$ cat src/rtl/fetch_pkg.sv
// Shared types and constants for the instruction fetch unit.
// Optional misaligned-redirect trap is enabled by defining FETCH_MISALIGN_TRAP_EN.
package fetch_pkg;

  typedef enum logic [1:0] {
    ST_REQ   = 2'd0,
    ST_WAIT  = 2'd1,
    ST_HOLD  = 2'd2,
    ST_FAULT = 2'd3
  } fetch_state_e;

  localparam logic [31:0] NOP_INSTR        = 32'h0000_0013;
  localparam logic [31:0] DEFAULT_RESET_PC = 32'h0000_0000;

endpackage

$ cat src/rtl/fetch_if.sv
// Instruction-memory request/response bus between the fetch unit (master)
// and the instruction memory (slave). One request may be outstanding.
interface fetch_if #(
  parameter int word_width = 32
);

  logic                  imem_req_valid;
  logic                  imem_req_ready;
  logic [word_width-1:0] imem_addr;
  logic                  imem_rsp_valid;
  logic [word_width-1:0] imem_rsp_data;

  modport master (
    output imem_req_valid,
    output imem_addr,
    input  imem_req_ready,
    input  imem_rsp_valid,
    input  imem_rsp_data
  );

  modport slave (
    input  imem_req_valid,
    input  imem_addr,
    output imem_req_ready,
    output imem_rsp_valid,
    output imem_rsp_data
  );

endinterface

$ cat src/rtl/fetch_pc_gen.sv
// Program-counter register and next-PC selection for the fetch unit.
// Redirect beats sequential advance. With FETCH_MISALIGN_TRAP_EN defined a
// misaligned target is reported and not loaded; otherwise the low two target
// bits are cleared so the PC is always word aligned.
module fetch_pc_gen
  import fetch_pkg::*;
#(
  parameter int                    word_width = 32,
  parameter logic [word_width-1:0] RESET_PC   = word_width'(DEFAULT_RESET_PC)
) (
  input  logic                  clk,
  input  logic                  rst_n,
  input  logic                  redirect_i,
  input  logic                  advance_i,
  input  logic [word_width-1:0] target_i,
  output logic [word_width-1:0] pc_o,
  output logic [word_width-1:0] pc_plus4_o,
  output logic                  misaligned_o
);

  localparam logic [word_width-1:0] ALIGN_MASK = {{(word_width-2){1'b1}}, 2'b00};

  logic [word_width-1:0] pc_d;
  logic [word_width-1:0] pc_q;
  logic [word_width-1:0] target_eff;

`ifdef FETCH_MISALIGN_TRAP_EN
  assign misaligned_o = |target_i[1:0];
  assign target_eff   = target_i;
`else
  assign misaligned_o = 1'b0;
  assign target_eff   = target_i & ALIGN_MASK;
`endif

  assign pc_plus4_o = pc_q + word_width'(4);
  assign pc_o       = pc_q;

  // Pick the next PC: an aligned redirect wins, otherwise step by one word.
  always_comb begin
    pc_d = pc_q;
    if (redirect_i) begin
      if (!misaligned_o) begin
        pc_d = target_eff;
      end
    end else if (advance_i) begin
      pc_d = pc_plus4_o;
    end
  end

  // PC register, restarts at the configured reset vector.
  always_ff @(posedge clk or negedge rst_n) begin
    if (!rst_n) begin
      pc_q <= RESET_PC;
    end else begin
      pc_q <= pc_d;
    end
  end

endmodule

$ cat src/rtl/fetch_unit.sv
// Instruction fetch stage: issues one instruction-memory request at a time,
// presents the returned instruction to decode and holds it under stall.
// A redirect from execute overrides everything; a response belonging to a
// request issued before the redirect is dropped via the kill flag.
// Define FETCH_MISALIGN_TRAP_EN to trap misaligned redirect targets.
module fetch_unit
  import fetch_pkg::*;
#(
  parameter int                    word_width = 32,
  parameter logic [word_width-1:0] RESET_PC   = word_width'(DEFAULT_RESET_PC)
) (
  input  logic                  clk,
  input  logic                  rst_n,
  input  logic                  StallF,
  input  logic                  PCSrcE,
  input  logic [word_width-1:0] PCTargetE,
  fetch_if.master               imem,
  output logic [word_width-1:0] instrF,
  output logic [word_width-1:0] PCF,
  output logic [word_width-1:0] PCPlus4F,
  output logic                  validF,
  output logic                  misalign_o
);

  localparam logic [word_width-1:0] NOP_W = word_width'(NOP_INSTR);

  fetch_state_e          state_q, state_d;
  logic                  kill_q, kill_d;
  logic                  valid_q, valid_d;
  logic [word_width-1:0] instr_q, instr_d;
  logic [word_width-1:0] pcf_q, pcf_d;
  logic [word_width-1:0] pcplus4_q, pcplus4_d;

  logic [word_width-1:0] pc;
  logic [word_width-1:0] pc_plus4;
  logic                  pc_misaligned;
  logic                  redirect;
  logic                  consume;
  logic                  handshake;
  logic                  fault_take;

  // A trapped unit ignores further redirects until reset.
  assign redirect   = PCSrcE && (state_q != ST_FAULT);
  assign consume    = (state_q == ST_HOLD) && !StallF && !PCSrcE;
  assign fault_take = redirect && pc_misaligned;

  assign imem.imem_req_valid = rst_n && (state_q == ST_REQ);
  assign imem.imem_addr      = pc;
  assign handshake           = imem.imem_req_valid && imem.imem_req_ready;

  assign instrF   = instr_q;
  assign PCF      = pcf_q;
  assign PCPlus4F = pcplus4_q;
  assign validF   = valid_q;

  fetch_pc_gen #(
    .word_width (word_width),
    .RESET_PC   (RESET_PC)
  ) u_pc_gen (
    .clk          (clk),
    .rst_n        (rst_n),
    .redirect_i   (redirect),
    .advance_i    (consume),
    .target_i     (PCTargetE),
    .pc_o         (pc),
    .pc_plus4_o   (pc_plus4),
    .misaligned_o (pc_misaligned)
  );

  // Next-state and decode-register update for the fetch handshake FSM.
  always_comb begin
    state_d   = state_q;
    kill_d    = kill_q;
    valid_d   = valid_q;
    instr_d   = instr_q;
    pcf_d     = pcf_q;
    pcplus4_d = pcplus4_q;

    case (state_q)
      ST_REQ: begin
        if (redirect) begin
          // The request just accepted carries the old PC, so its data must die.
          state_d = handshake ? ST_WAIT : ST_REQ;
          kill_d  = handshake;
        end else if (handshake) begin
          state_d = ST_WAIT;
          kill_d  = 1'b0;
        end
      end
      ST_WAIT: begin
        if (redirect) begin
          if (imem.imem_rsp_valid) begin
            state_d = ST_REQ;
            kill_d  = 1'b0;
          end else begin
            kill_d  = 1'b1;
          end
        end else if (imem.imem_rsp_valid) begin
          if (kill_q) begin
            state_d = ST_REQ;
            kill_d  = 1'b0;
          end else begin
            state_d   = ST_HOLD;
            valid_d   = 1'b1;
            instr_d   = imem.imem_rsp_data;
            pcf_d     = pc;
            pcplus4_d = pc_plus4;
          end
        end
      end
      ST_HOLD: begin
        if (redirect || !StallF) begin
          state_d = ST_REQ;
          valid_d = 1'b0;
        end
      end
      ST_FAULT: begin
        state_d = ST_FAULT;
      end
      default: begin
        state_d = ST_REQ;
      end
    endcase

    if (fault_take) begin
      state_d = ST_FAULT;
      valid_d = 1'b0;
      kill_d  = 1'b0;
    end

    if (!valid_d) begin
      instr_d = NOP_W;
    end
  end

  // State and decode-facing output registers.
  always_ff @(posedge clk or negedge rst_n) begin
    if (!rst_n) begin
      state_q   <= ST_REQ;
      kill_q    <= 1'b0;
      valid_q   <= 1'b0;
      instr_q   <= NOP_W;
      pcf_q     <= RESET_PC;
      pcplus4_q <= RESET_PC + word_width'(4);
    end else begin
      state_q   <= state_d;
      kill_q    <= kill_d;
      valid_q   <= valid_d;
      instr_q   <= instr_d;
      pcf_q     <= pcf_d;
      pcplus4_q <= pcplus4_d;
    end
  end

`ifdef FETCH_MISALIGN_TRAP_EN
  logic misalign_q, misalign_d;

  assign misalign_d = misalign_q || fault_take;
  assign misalign_o = misalign_q;

  // Sticky misaligned-redirect flag, cleared only by reset.
  always_ff @(posedge clk or negedge rst_n) begin
    if (!rst_n) begin
      misalign_q <= 1'b0;
    end else begin
      misalign_q <= misalign_d;
    end
  end
`else
  assign misalign_o = 1'b0;
`endif

endmodule

$ cat src/flat_wrapper.sv
// flat-port wrapper written by rule: the top's interface ports become plain ports
module fetch_unit_flat import fetch_pkg::*;
#(
  parameter int                    word_width = 32,
  parameter logic [word_width-1:0] RESET_PC   = word_width'(DEFAULT_RESET_PC)
)
  (clk, rst_n, StallF, PCSrcE, PCTargetE, instrF, PCF, PCPlus4F, validF, misalign_o, imem_imem_req_valid, imem_imem_addr, imem_imem_req_ready, imem_imem_rsp_valid, imem_imem_rsp_data);
  fetch_if #(.word_width(word_width)) imem_i ();
  input  logic clk;
  input  logic rst_n;
  input  logic StallF;
  input  logic PCSrcE;
  input  logic [word_width-1:0] PCTargetE;
  output logic [word_width-1:0] instrF;
  output logic [word_width-1:0] PCF;
  output logic [word_width-1:0] PCPlus4F;
  output logic validF;
  output logic misalign_o;
  output wire logic [$bits(imem_i.imem_req_valid)-1:0] imem_imem_req_valid;
  output wire logic [$bits(imem_i.imem_addr)-1:0] imem_imem_addr;
  input wire logic [$bits(imem_i.imem_req_ready)-1:0] imem_imem_req_ready;
  input wire logic [$bits(imem_i.imem_rsp_valid)-1:0] imem_imem_rsp_valid;
  input wire logic [$bits(imem_i.imem_rsp_data)-1:0] imem_imem_rsp_data;
  assign imem_imem_req_valid = imem_i.imem_req_valid;
  assign imem_imem_addr = imem_i.imem_addr;
  assign imem_i.imem_req_ready = imem_imem_req_ready;
  assign imem_i.imem_rsp_valid = imem_imem_rsp_valid;
  assign imem_i.imem_rsp_data = imem_imem_rsp_data;
  fetch_unit #(.word_width(word_width), .RESET_PC(RESET_PC)) u_core (.clk(clk), .rst_n(rst_n), .StallF(StallF), .PCSrcE(PCSrcE), .PCTargetE(PCTargetE), .imem(imem_i), .instrF(instrF), .PCF(PCF), .PCPlus4F(PCPlus4F), .validF(validF), .misalign_o(misalign_o));
endmodule
$ cat config.mk
export PLATFORM = sky130hd
export DESIGN_NAME = fetch_unit_flat
export DESIGN_NICKNAME = d
export VERILOG_FILES = /design/src/rtl/fetch_pkg.sv /design/src/rtl/fetch_if.sv /design/src/rtl/fetch_pc_gen.sv /design/src/rtl/fetch_unit.sv /design/src/flat_wrapper.sv
export SDC_FILE = /design/constraint.sdc
export NUM_CORES = 1
export LEC_CHECK = 0
export ABC_AREA = 1
export BUFFER_PORTS_ARGS = -buffer_cell sky130_fd_sc_hd__buf_2
export CAP_MARGIN = 40
export CORE_ASPECT_RATIO = 0.7
export CORE_MARGIN = 8
export CORE_UTILIZATION = 30
export CTS_BUF_LIST = sky130_fd_sc_hd__clkbuf_2
export CTS_CLUSTER_DIAMETER = 200
export DETAILED_ROUTE_END_ITERATION = 10
export SETUP_SLACK_MARGIN = 0.2
export SLEW_MARGIN = 10
export SYNTH_ARGS = -nofsm -noshare
export SYNTH_HDL_FRONTEND = slang
export SYNTH_SLANG_ARGS = --single-unit
$ cat constraint.sdc
create_clock -name clk -period 2 [get_ports clk]
set_input_delay 0.4 -clock clk [delete_from_list [all_inputs] [get_ports clk]]
set_output_delay 0.4 -clock clk [all_outputs]
set_load 0.02 [all_outputs]
==> results.md <==
* Most frequent cell after synthesis: nand2_1
* Cells after synthesis at 802
* DRT iter0 DRCs at 508
* Failing checks: setup timing
* HP Class: primary input to register
* Initial Utilization at 30.2%
* Via density at 4.63
* Reg2reg setup slack at roughly 0.27 ns
* Clk root buf: clkbuf_2
* Row cnt at 44
* Final hold vios at 0
* Post-DP HPWL at 15700 um
* Placer congestion estimate at 0.851
* Run status: finished with violations
* TritonCTS buffer count at 17
* Unique cell type count in the Yosys netlist at 33
* # diodes at 0
* DRC Markers at 0
* Vias after detailed routing at 6637
* Vias in the first global route at 6209
* Min Tclk post-route at about 2.0 ns
* Die Width at 187 um
* Placed Cells at 1251
* Reg-to-Reg End: u_core.PCPlus4F[9]
* Setup WS post-layout at -0.00935 ns
* Area leader, netlist: dfrtp_1
* Worst clock skew at 0.0252 ns
* Setup TNS at -0.00935 ns
* Routed wire length per instance at 17.2 um
* Drt pass-1 iters at 5
* Main area contributors after synthesis: dfrtp_1 49%, nand2_1 20%, nand3_1 6.1%, nor2_1 5.2%, o21ai_0 3.8%
* Synth Register Bits at 126
* Area growth, synth to finish at 60.2%
* H-tree depth at 4
* Crit end category: output pin
* Clk sinks at roughly 130
* Share of cells above drive strength 1 at 33.3%
* Antenna-violating nets left at 0
* Worst R2R Start: u_core.state_q[0]
* Die Span Y at 136 um
* Worst EP required at 1.60 ns
* Top FF cell, synth: dfrtp_1
* Total track usage at ~18%
* Largest fanout on the critical path at 2
* Peak VDD IR at between 0.6 and 0.7 mV
* CP Class: register to output pin
* Startpoint type of the worst setup path: register
* Post-synth top area share at between 40% and 50%
* WHS Path Cells at 5
* Worst Max-Slew Pin Slew at 0.701 ns
* Non-Filler Instances at 1432
* Post-synth EDFFs at 0
* Max Slew Vio Count at 0
* WP data arrival at 1.61 ns
* Full die area at 0.0255 mm2
* Leakage dissipation at 5.06 nW
* Count of final setup violators at 1
* Fillers at 2012
* Clock insertion delay at the later pin of the skew report at 0.73 ns
* RSZ-0062 raised after global routing: yes
* Clock Path Buffers at 2
* Mapped cell area at 0.00617 mm2
* Initial antenna violation count at 1
* Power Dens Cells at 1410 mW/mm2
* Fin crit share at 100%
* Async S/R FF share, synth at 100%
* TritonCTS clock tree: built
* Hold Path Sink: u_core.u_pc_gen.pc_o[17]
* # nets final at 1218
* # IOs at around 200
* Global route overflow at 0
* Slew headroom at between 50 and 60%
* Largest net degree at the start of global routing at around 130
* First-pass GRT wire length at 34900 um
* Routed WL at approximately 25000 um
* Reg2reg path depth at 6
* Synthesis warning total at 0
* Post-synthesis sequential area ratio at roughly half
* Avg Cell Area, Syn at 7.70 um2
* Overall power consumption at 14.0 mW
* Core box area at around 0.020 mm2
* Port bufs at about 190
* Final hold slack at 0.0364 ns
* Worst Min Path Start: PCTargetE[17]
* Commonest cells post-synth: 322 x nand2_1, 122 x dfrtp_1, 85 x nor2_1
* Clock input transition at the sequential cells of the worst setup and hold paths at 0.20 ns
* Max Fclk at 0.498 GHz
* Max Cap Viol at 0
## cells by family after synthesis
logic type | synth area share (%)
buffers and inverters | 6.46
AO/OA/AOI/OAI | 6.28
XOR/XNOR | 1.13
AND/OR/NAND/NOR | 33.9
flip-flops | 51.1
other | 0.0607
adder cells (fa/ha/maj) | 1.01
## metal layers
layer	vias up	routed length, um	GRT usage (%)
met4	0	511	5.41
li1	3213	-	-
met3	30	2290	6.38
met1	3129	11100	23.9
met5	-	0	0
met2	265	10700	26.0
## stage by stage
step | util (%) | setup WS [ns] | area, um2
after detailed placement | 36.3 | 0.0620 | 7440
final | 48.3 | -0.00935 | 9890
after floorplan | - | 0.414 | 6200
after global routing | 48.3 | -0.160 | 9890
after global placement | 36.3 | 0.0855 | 7440
after CTS | 42.7 | -0.0628 | 8750
## worst max-delay path, stage by stage (launching register included)
cell     delay, ns
dfrtp_1       0.44
inv_2         0.09
ha_4          0.14
nand2_1       0.04
inv_1         0.06
buf_6         0.11
## timing repair
action | CTS | global route
endpoints found under the hold margin | 178 | 2
pin swaps | 3 | 8
gates resized for setup | 59 | 228
cloned | 1 | 3
setup buffers | 39 | 47
setup endpoints to repair | 79 | 195
hold buffers | 57 | 2
## flip-flops by register name, indices dropped and copies added, names as in the netlist
name and flops:
u_core.validF 1, u_core.state_q 2, u_core.PCPlus4F 30, u_core.u_pc_gen.pc_o 30, u_core.instrF 32, u_core.kill_q 1, u_core.PCF 30
## final cells by class
type,instances,area (um2),area share (%)
repair buffers,355,3190,32.2
flip-flops and latches,126,3170,32.1
multi-input cells,597,2760,27.9
well taps,276,345,3.49
inverters,46,190,1.92
clock inverters,15,148,1.49
clock buffers,17,85.1,0.860
## worst max-delay path by stage
| stage | to | depth (start not counted) | startpoint | slack (ns) |
|---|---|---|---|---|
| after floorplan | u_core.u_pc_gen.pc_o[18] | 8 | u_core.u_pc_gen.pc_o[3] | 0.41 |
| after global placement | u_core.instrF[21] | 9 | u_core.state_q[1] | 0.09 |
| after detailed placement | u_core.instrF[25] | 9 | u_core.state_q[1] | 0.06 |
| after CTS | imem_imem_req_valid | 5 | u_core.state_q[1] | -0.06 |
| after global routing | imem_imem_req_valid | 5 | u_core.state_q[1] | -0.16 |
| final | imem_imem_req_valid | 5 | u_core.state_q[0] | -0.009 |
## power breakdown
| part | leakage (nW) | internal [mW] | total [mW] | switching [mW] |
|---|---|---|---|---|
| combinational | 3.35 | 3.68 | 8.03 | 4.35 |
| sequential | 1.58 | 3.57 | 4.30 | 0.735 |
| clock | 0.131 | 0.564 | 1.63 | 1.07 |
| total | 5.06 | 7.81 | 14.0 | 6.15 |
## layout by cell type, fill, tap and decap left out, types with 4 or more instances in the layout
master / Yosys / routed
dfrtp_1: 122 / 111
inv_2: 4 / 4
inv_1: 42 / 38
nor2_4: 1 / 4
o21a_1: 5 / 5
clkinvlp_4: 0 / 4
nand2_1: 322 / 317
xor2_1: 8 / 8
conb_1: 1 / 7
nor2_1: 85 / 79
clkbuf_2: 0 / 17
o22ai_1: 6 / 6
nand3_1: 75 / 75
dfrtp_2: 0 / 11
dlygate4sd3_1: 0 / 59
a21oi_1: 4 / 4
nor2_2: 7 / 10
nand2_2: 7 / 11
buf_6: 1 / 106
o21ai_0: 47 / 47
buf_4: 13 / 92
dfstp_2: 4 / 4
buf_2: 19 / 85
buf_12: 0 / 5
(Power assumes the default switching activity.)
